**config.mk**
```make
export PLATFORM = sky130hd
export DESIGN_NAME = load_store_unit
export DESIGN_NICKNAME = d
export VERILOG_FILES = /design/src/rtl/load_store_unit.sv
export SDC_FILE = /design/constraint.sdc
export NUM_CORES = 1
export LEC_CHECK = 0
export CAP_MARGIN = 20
export CORE_UTILIZATION = 45
export CTS_CLUSTER_DIAMETER = 80
export DETAILED_ROUTE_END_ITERATION = 10
export PLACE_DENSITY = 0.76
export SKIP_CTS_REPAIR_TIMING = 1
export SYNTH_ARGS = -nofsm -noshare
export SYNTH_HDL_FRONTEND = slang
export SYNTH_SLANG_ARGS = --single-unit
```
**constraint.sdc**
```tcl
create_clock -name clk -period 2.4 [get_ports clk]
set_clock_uncertainty 0.05 [all_clocks]
set_input_delay 0.48 -clock clk [delete_from_list [all_inputs] [get_ports clk]]
set_output_delay 0.48 -clock clk [all_outputs]
set_load 0.05 [all_outputs]
```
**src/rtl/load_store_unit.sv**
```systemverilog
// Load/store unit: MEM-stage initiator for the word-wide, big-endian data memory.
// Sub-word stores are done as read-modify-write because the memory only writes whole words.
module load_store_unit #(
    parameter int unsigned MEM_BYTES = 4096
) (
    input  logic        clk,
    input  logic        reset,
    input  logic        clock_enable,
    input  logic        req_valid,
    output logic        req_ready,
    input  logic [3:0]  req_op,
    input  logic [31:0] req_addr,
    input  logic [31:0] req_wdata,
    output logic        resp_valid,
    output logic [31:0] resp_rdata,
    output logic        resp_error,
    output logic [31:0] mem_address,
    output logic        mem_read,
    output logic        mem_write,
    output logic [31:0] mem_write_data,
    input  logic [31:0] mem_read_data
);

    localparam logic [1:0] S_IDLE  = 2'd0;
    localparam logic [1:0] S_READ  = 2'd1;
    localparam logic [1:0] S_WRITE = 2'd2;
    localparam logic [1:0] S_RESP  = 2'd3;

    localparam logic [3:0] OP_LW  = 4'd0;
    localparam logic [3:0] OP_LB  = 4'd1;
    localparam logic [3:0] OP_LBU = 4'd2;
    localparam logic [3:0] OP_LH  = 4'd3;
    localparam logic [3:0] OP_LHU = 4'd4;
    localparam logic [3:0] OP_SW  = 4'd8;
    localparam logic [3:0] OP_SB  = 4'd9;
    localparam logic [3:0] OP_SH  = 4'd10;

    localparam logic [31:0] LAST_WORD = 32'(MEM_BYTES - 4);

    logic [1:0]  state, nxt_state;
    logic [3:0]  op_q, nxt_op;
    logic [31:0] addr_q, nxt_addr;
    logic [31:0] wdata_q, nxt_wdata;
    logic        idle_q, rd_q, wr_q;
    logic [31:0] maddr_q, nxt_maddr;
    logic [31:0] mwdata_q, nxt_mwdata;
    logic        rvalid_q, rerror_q, nxt_err;
    logic [31:0] rdata_q, nxt_rdata;
    logic        req_bad_c;

    // Extract and extend the addressed byte/halfword of a big-endian word
    function automatic logic [31:0] load_extend(input logic [3:0] op, input logic [1:0] off,
                                                input logic [31:0] word);
        logic [7:0]  b;
        logic [15:0] h;
        logic [31:0] r;
        case (off)
            2'd0:    b = word[31:24];
            2'd1:    b = word[23:16];
            2'd2:    b = word[15:8];
            default: b = word[7:0];
        endcase
        h = off[1] ? word[15:0] : word[31:16];
        case (op)
            OP_LW:   r = word;
            OP_LB:   r = {{24{b[7]}}, b};
            OP_LBU:  r = {24'd0, b};
            OP_LH:   r = {{16{h[15]}}, h};
            OP_LHU:  r = {16'd0, h};
            default: r = 32'd0;
        endcase
        return r;
    endfunction

    // Replace the addressed byte/halfword lane of the read word with store data
    function automatic logic [31:0] store_merge(input logic [3:0] op, input logic [1:0] off,
                                                input logic [31:0] word, input logic [31:0] wd);
        logic [31:0] r;
        r = word;
        if (op == OP_SB) begin
            case (off)
                2'd0:    r[31:24] = wd[7:0];
                2'd1:    r[23:16] = wd[7:0];
                2'd2:    r[15:8]  = wd[7:0];
                default: r[7:0]   = wd[7:0];
            endcase
        end else if (op == OP_SH) begin
            if (off[1]) r[15:0]  = wd[15:0];
            else        r[31:16] = wd[15:0];
        end else begin
            r = wd;
        end
        return r;
    endfunction

    // Illegal op, misalignment or address past the last word
    always_comb begin
        req_bad_c = 1'b0;
        case (req_op)
            OP_LW, OP_SW:          req_bad_c = |req_addr[1:0];
            OP_LH, OP_LHU, OP_SH:  req_bad_c = req_addr[0];
            OP_LB, OP_LBU, OP_SB:  req_bad_c = 1'b0;
            default:               req_bad_c = 1'b1;
        endcase
        if ({req_addr[31:2], 2'b00} > LAST_WORD) req_bad_c = 1'b1;
    end

    // Next state and next registered outputs
    always_comb begin
        nxt_state  = state;
        nxt_op     = op_q;
        nxt_addr   = addr_q;
        nxt_wdata  = wdata_q;
        nxt_err    = 1'b0;
        nxt_rdata  = 32'd0;
        nxt_mwdata = 32'd0;
        case (state)
            S_IDLE: begin
                if (req_valid) begin
                    nxt_op    = req_op;
                    nxt_addr  = req_addr;
                    nxt_wdata = req_wdata;
                    if (req_bad_c) begin
                        nxt_state = S_RESP;
                        nxt_err   = 1'b1;
                    end else if (req_op == OP_SW) begin
                        nxt_state  = S_WRITE;
                        nxt_mwdata = req_wdata;
                    end else begin
                        nxt_state = S_READ;
                    end
                end
            end
            S_READ: begin
                if (!op_q[3]) begin
                    nxt_state = S_RESP;
                    nxt_rdata = load_extend(op_q, addr_q[1:0], mem_read_data);
                end else begin
                    nxt_state  = S_WRITE;
                    nxt_mwdata = store_merge(op_q, addr_q[1:0], mem_read_data, wdata_q);
                end
            end
            S_WRITE: nxt_state = S_RESP;
            S_RESP:  nxt_state = S_IDLE;
            default: nxt_state = S_IDLE;
        endcase
        nxt_maddr = ((nxt_state == S_READ) || (nxt_state == S_WRITE)) ?
                    {nxt_addr[31:2], 2'b00} : 32'd0;
    end

    // State and output registers; freeze while clock_enable is low
    always_ff @(posedge clk) begin
        if (!reset) begin
            state    <= S_IDLE;
            op_q     <= 4'd0;
            addr_q   <= 32'd0;
            wdata_q  <= 32'd0;
            idle_q   <= 1'b1;
            rd_q     <= 1'b0;
            wr_q     <= 1'b0;
            maddr_q  <= 32'd0;
            mwdata_q <= 32'd0;
            rvalid_q <= 1'b0;
            rerror_q <= 1'b0;
            rdata_q  <= 32'd0;
        end else if (clock_enable) begin
            state    <= nxt_state;
            op_q     <= nxt_op;
            addr_q   <= nxt_addr;
            wdata_q  <= nxt_wdata;
            idle_q   <= (nxt_state == S_IDLE);
            rd_q     <= (nxt_state == S_READ);
            wr_q     <= (nxt_state == S_WRITE);
            maddr_q  <= nxt_maddr;
            mwdata_q <= nxt_mwdata;
            rvalid_q <= (nxt_state == S_RESP);
            rerror_q <= nxt_err;
            rdata_q  <= nxt_rdata;
        end
    end

    // Strobes and ready drop immediately on reset or a clock-enable stall
    assign req_ready      = idle_q & reset & clock_enable;
    assign mem_read       = rd_q & reset & clock_enable;
    assign mem_write      = wr_q & reset & clock_enable;
    assign mem_address    = maddr_q;
    assign mem_write_data = mwdata_q;
    assign resp_valid     = rvalid_q;
    assign resp_error     = rerror_q;
    assign resp_rdata     = rdata_q;

endmodule

```
==> results.md, run 1 <==
* Max Buffers Root-to-Sink at 2
* Master of the slowest instance on the critical path: clkdlybuf4s50_1
* Worst Path Required at 2.73 ns
* Dpl hpwl at 19000 um
* Die extent in y at 140 um
* Total wirelength of the detailed-routed design at 28000 um
* Critical Path Fanout Max at 8
* Net switching power of the design at 2210 uW
* Switching share of total power at 30.0%
* Worst slew margin relative to its limit at 54.4%
* Remaining DRCs at 0
* Type of the worst min-delay path: input port to flop
* Final-layout worst hold slack at 0.309 ns
* Top flip-flop cell by instance count after synthesis: dfxtp_1
* Max Clock Freq at 422 MHz
* Count of buffers inserted at the top-level ports at 202
* Number of enable-type register cells in the synthesized netlist at 0
* Total Die Area at 0.0195 mm^2
* N_diodes at 0
* Leakage power summed over all cells at 0.00453 uW
* Detailed-routing iteration count for the pre-antenna-repair pass at 8
* Average cell area after synthesis at 8.33 um^2
* Max H-tree Level at 4
* Run status: finished, final reports clean
* Cts bufs inserted at 17
* Most common cell after layout, fill and taps aside: nand2_1
* Tcrit/Tclk final at 98.7%
* Launch instance of the worst register-to-register path: state[0]$_SDFFE_PN0P_
* Max-cap violation count at 0
* Delay contributed by the slowest stage of the critical path at 0.48 ns
* Per-cell routed wire length at 18.9 um
* Count of placed standard cells including taps at 1440
* Via count at 8425
* Global-route wire length before repair at 43000 um
* Non-filler cells in the finished layout at 1480
* CTS clock-pin slew for the worst setup and hold paths at 0.07 ns
* Antenna violations before repair at 1
* Vias in the first global route at 7705
* Fin. max-slew vios at 0
* Crit-path leading delay family: simple AND/OR/NAND/NOR gates
* Relative area change from synthesis to final layout at 39.7%
* Proportion of synthesized chip area in sequential cells at 39.6%
* Cell chain of the critical path: clkdlybuf4s50_1 > o21a_1 > nor4_2 > nand2_1 > a31oi_4 > ha_4 > nand2b_4 > o22ai_2 > and2_1
* Post-synthesis cell type count at 55
* Synthesis Warnings at 0
* DIE WIDTH at 140 um
* Fin crit period at 2.37 ns
* Power density over the cells at 617 mW/mm^2
* Yosys reg bits at 169
* Comb power frac at 20.3%
* Worst slew pin tran at 0.682 ns
* Sink count of the clock tree at 169
* Global-route usage over all layers at 28.2%
* Row Count at 50
* Hold Violations, Final at 0
* Count of buffer and inverter cells on the critical path at 1
* Final setup violation count at 0
* Maximum number of pins on one net before global-route repair at 63
* Most frequent cells in the layout: 189 x nand2_1, 175 x clkdlybuf4s50_1, 168 x dfxtp_1
* Share of final-layout standard cells stronger than drive strength 1 at 13.2%
* Startpoint-to-endpoint class of the critical path: input port to flop
* Part of the power in registers at 40.9%
* Skew-Pair Late Insertion Delay at 0.44 ns
* Clock root buffer master: clkbuf_16
* Post-synthesis instance total at 1026
* Arrival @ worst endpoint at 2.70 ns
* Count of nets left with antenna violations after detail routing at 0
* Largest vdd supply drop at 0.548 mV
* Number of nets in the finished design at 1344
* Initial core utilization at 45.8%
* Initial DRC count at 785
* Critical path launch point: req_addr[0]
* Portion of total power attributed to the clock network at 38.8%
* Startpoint kind of the worst setup timing path: input port
* Instance area at placement at 0.0111 mm^2
* Ys async rst share at 0%
* Synthesized cell area at 0.00854 mm^2
* Worst Min Path Start: req_addr[16]
* Area of the core at 0.0186 mm^2
* Area of all placed cells without fillers at 0.0119 mm^2
* Element type at the critical path end: flop
* Via/cell ratio at 5.69
* Final weighted congestion of routability-driven global placement at 0.913
* TritonCTS clock tree: yes
* Remaining Overflow, GRT at 0
* Internal at 5160 uW
* Number of placed I/O pins at 205
==> worst register-to-register path, stage by stage, from the launching register on <==
cell and delay, ns:
dfxtp_1 0.40, inv_1 0.09, ha_1 0.22, buf_4 0.18, nor2_1 0.33, a31oi_4 0.08, ha_4 0.32, nand2b_4 0.24
o22ai_2 0.11, and2_1 0.15
==> stage by stage <==
step,utilization [%],TNS [ns],setup WS (ns),power (uW)
floorplan,-,-1.34,-0.0471,3860
global placement,59.5,-25.27,-0.655,4410
detailed placement,59.5,-29.73,-0.790,4430
CTS,62.7,-9.34,-0.347,7260
global route,64.0,-1.99,-0.115,7630
finish,64.0,0,0.0304,7360
==> worst paths after layout <==
check | endpoint | slack, ns | cells past startpoint
max | mem_address[6]$_SDFFE_PN0P_ | 0.03 | 9
max reg2reg | mem_address[6]$_SDFFE_PN0P_ | 0.13 | 9
min | addr_q[16]$_SDFFE_PN0P_ | 0.31 | 3
min reg2reg | addr_q[18]$_SDFFE_PN0P_ | 0.41 | 2
==> cell type report <==
class | instances | area, um^2
clock inverters | 15 | 174
well taps | 234 | 293
inverters | 42 | 158
repair buffers | 272 | 2710
flip-flops and latches | 169 | 3380
multi-input cells | 731 | 4790
fillers | 1539 | 6710
clock buffers | 17 | 425
==> cells by family after synthesis <==
group	Yosys count	share of synthesized area, %
flip-flops	169	39.6
AO/OA/AOI/OAI	307	24.7
AND/OR/NAND/NOR	335	18.3
adder cells (fa/ha/maj)	7	1.03
XOR/XNOR	1	0.103
other	1	0.0439
multiplexers	76	9.17
buffers and inverters	130	7.07
==> flip-flops by register name, summed over array words and instances (netlist names) <==
register / cells
addr_q: 32
idle_q: 1
mem_address: 30
mem_write_data: 32
op_q: 4
rd_q: 1
resp_error: 1
resp_rdata: 32
resp_valid: 1
state: 2
wdata_q: 32
wr_q: 1
==> Yosys cell counts, drive strengths merged, types with 3 or more instances <==
cell type  count  area, um^2
a21boi        68         510
dfxtp        169        3380
nand2        192         726
nor4           7        43.8
and3           4        25.0
or2            9        56.3
a21oi         59         310
or3            3        18.8
buf           49         300
a221o         40         400
nor2b         19         119
nor2          24        92.6
ha             7        87.6
and2          31         194
mux2i         67         671
mux2           8        90.1
nand3         11        55.1
clkbuf        39         146
o211ai        16         120
o21a          11        82.6
o22ai         39         244
nand2b         8        50.1
inv           42         158
o21ai         51         259
a211oi        16         120
nor3          19         111
==> power groups by stage <==
| stage | logic, uW | registers, uW | clock network [uW] |
|---|---|---|---|
| 5_1_grt | 1590 | 3020 | 3020 |
| 3_5_place_dp | 1360 | 3070 | 0 |
| 3_3_place_gp | 1350 | 3060 | 0 |
| 4_1_cts | 1370 | 3000 | 2880 |
| 6_report | 1490 | 3010 | 2860 |
| 2_1_floorplan | 685 | 3180 | 0 |
==> routing by layer <==
layer  share of wire, %  global-route usage (%)
met2                 45                    42.9
met5              0.032                       0
met3                8.4                    7.60
met4                3.3                    11.8
met1                 43                    37.4
No activity file was read; power rests on OpenSTA's default activity.
==> inputs of run 2 (changes only) <==
--- a/config.mk
+++ b/config.mk
@@ -10,7 +10,7 @@
 export CTS_CLUSTER_DIAMETER = 80
 export DETAILED_ROUTE_END_ITERATION = 10
 export PLACE_DENSITY = 0.76
-export SKIP_CTS_REPAIR_TIMING = 1
+export REMOVE_ABC_BUFFERS = 1
 export SYNTH_ARGS = -nofsm -noshare
 export SYNTH_HDL_FRONTEND = slang
 export SYNTH_SLANG_ARGS = --single-unit
==> run 2 against run 1 <==
The run now ends with setup timing left; total power is 1.8% lower; via count is 0.11% lower; clock power is 7.3% lower; first-iteration DRC count is 28% lower; maximum frequency is 1.4% lower; combinational power is 6% higher; global-route usage is 0.71 points lower; utilization is 0.44 points higher; sequential share of layout area is 0.18 points lower; register-to-register slack worse by 0.10 ns; non-clock buffer count is 14 higher; die area stayed put; largest power group unchanged.
==> results.md, run 2 (synthesis gave the netlist of run 1 again) <==
* Run status: finished, violations left
* Failing checks: setup timing
* Final setup violation count at 1
* Net switching power of the design at 2210 uW
* Die extent in y at 140 um
* Startpoint kind of the worst setup timing path: input port
* Max-cap violation count at 0
* Leakage power summed over all cells at 0.00446 uW
* Most frequent cells in the layout: 189 x nand2_1, 171 x clkdlybuf4s50_1, 167 x dfxtp_1
* Initial core utilization at 45.8%
* Startpoint-to-endpoint class of the critical path: input port to flop
* Number of nets in the finished design at 1355
* Arrival @ worst endpoint at 2.72 ns
* Multi-input gate area at 0.00482 mm^2
* RSZ-0062 raised after global routing: true
* Delay contributed by the slowest stage of the critical path at 0.29 ns
* N_diodes at 0
* Vias in the first global route at 7958
* Final TNS setup at -0.00268 ns
* Setup slack of the most critical reg-to-reg path at 0.03 ns
* Antenna violations before repair at 1
* Via/cell ratio at 5.64
* Comb power frac at 21.9%
* Met3 routing resource usage after global routing at 6.74%
* Share of final-layout standard cells stronger than drive strength 1 at 16.1%
* CTS clock-pin slew for the worst setup and hold paths at 0.07 ns
* Internal at 5020 uW
* Max H-tree Level at 4
* Row Count at 50
* Global-route wire length before repair at 42400 um
* Count of buffers inserted at the top-level ports at 202
* Element type at the critical path end: flop
* Total wirelength of the detailed-routed design at 27000 um
* Fin crit period at 2.40 ns
* Switching share of total power at 30.6%
* Hold Violations, Final at 0
* Maximum number of pins on one net before global-route repair at 69
* Count of nets left with antenna violations after detail routing at 0
* Worst setup path endpoint: mem_address[29]$_SDFFE_PN0P_
* Max Clock Freq at 416 MHz
* Placement-stage worst setup slack at -0.832 ns
* Dpl hpwl at 18200 um
* Type of the worst min-delay path: input port to flop
* TritonCTS clock tree: yes
* Cell chain of the critical path: dlygate4sd2_1 > nor2b_1 > o21a_2 > nor4_4 > nand2_1 > a31oi_2 > ha_1 > nand2b_4 > bufbuf_16 > o22ai_1 > and2_1
* Number of fill cells in the layout at 1527
* Post-layout power at 7230 uW
* Worst Reg2Reg Path Length in Cells at 12
* Worst path setup slack after routing at -0.00268 ns
* Remaining DRCs at 0
* Relative area change from synthesis to final layout at 40.6%
* Area of the core at 0.0186 mm^2
* Master of the slowest instance on the critical path: nor4_4
* Met2 track demand over resource at 44.4%
* Sink count of the clock tree at 169
* Tcrit/Tclk final at 100%
* Via count at 8416
* Per-cell routed wire length at 18.1 um
* Portion of total power attributed to the clock network at 36.6%
* Number of stages on the worst hold path at 4
* FF-to-FF End: mem_address[29]$_SDFFE_PN0P_
* Largest vdd supply drop at 0.568 mV
* Skew-Pair Late Insertion Delay at 0.43 ns
* Worst slew pin tran at 0.687 ns
* Global routing's busiest layer: met2
* Clock root buffer master: clkbuf_16
* Most common cell after layout, fill and taps aside: nand2_1
* Final-layout worst hold slack at 0.367 ns
* Total Die Area at 0.0195 mm^2
* Utilization after layout at 64.4%
* Worst slew margin relative to its limit at 54.1%
* Critical Path Fanout Max at 7
* Power density over the cells at 602 mW/mm^2
* GRT met1 Usage at 35.1%
* Area used by sequential logic in the layout at 0.00339 mm^2
* Worst Path Required at 2.72 ns
* Initial DRC count at 563
* Launch instance of the worst register-to-register path: state[1]$_SDFFE_PN0P_
* Detailed-routing iteration count for the pre-antenna-repair pass at 5
* Part of the power in registers at 41.5%
* Critical path launch point: req_addr[1]
* Hold-fix buffer count after cts at 0
* DIE WIDTH at 140 um
* Remaining Overflow, GRT at 0
* Number of placed I/O pins at 205
* Cts bufs inserted at 17
* Fin. max-slew vios at 0
* Global-route usage over all layers at 27.4%
* Final weighted congestion of routability-driven global placement at 0.894
* Max Buffers Root-to-Sink at 2
[run 2: cell count changes in the layout (fill, tap and decap cells not counted), sizes merged]
cell / delta
bufbuf: +1
inv: -3
buf: +12
dlygate4sd2: +7
clkinvlp: +3
bufinv: -2
dlymetal6s2s: -18
clkdlybuf4s15: +3
clkinv: +2
clkbuf: +13
nand2b: -3
clkdlybuf4s50: -4
[run 2: routing by layer]
metal  vias up  wire [um]
li1       4037          -
met1      3961      11200
met2       368      12600
met3        48       2390
met4         2        743
met5         -         15
[run 2: per-stage QoR]
stage	instance area [um^2]	instances
global route	12000	1491
floorplan	8100	939
finish	12000	1491
global placement	11100	1450
CTS	11800	1488
detailed placement	11100	1450
[run 2: how the worst min path moves through the flow]
stage	startpoint	to
after global placement	idle_q$_SDFFE_PN1P_	idle_q$_SDFFE_PN1P_
after detailed placement	addr_q[2]$_SDFFE_PN0P_	addr_q[2]$_SDFFE_PN0P_
after CTS	reset	idle_q$_SDFFE_PN1P_
after floorplan	idle_q$_SDFFE_PN1P_	idle_q$_SDFFE_PN1P_
after global routing	req_addr[28]	addr_q[28]$_SDFFE_PN0P_
final	req_addr[15]	addr_q[15]$_SDFFE_PN0P_
[run 2: power groups by stage]
stage / combinational (uW) / clock (uW) / sequential (uW)
2_1_floorplan: 560 / 0 / 3200
3_3_place_gp: 1360 / 0 / 3060
3_5_place_dp: 1380 / 0 / 3060
4_1_cts: 1470 / 2690 / 2990
5_1_grt: 1680 / 2810 / 3010
6_report: 1580 / 2650 / 3000
[run 2: final cells by class]
type	instances	share of cell area (%)
timing repair buffer	286	23.2
sequential	169	28.2
multi-input combinational	728	40.2
clock buffer	17	3.54
clock inverter	15	1.12
tap	234	2.44
inverter	42	1.31
[run 2: critical path, delay by kind of cell]
family	cells	cell delay [ns]
AND/OR/NAND/NOR	5	0.88
AO/OA/AOI/OAI	3	0.56
buffers and inverters	2	0.53
adder cells (fa/ha/maj)	1	0.27
[run 2: repair_timing]
action | in CTS | in global routing
gates resized for setup | 36 | 61
setup endpoints to repair | 30 | 32
pin swaps | 8 | 8
setup buffers | 5 | 2
gates cloned | 2 | 1
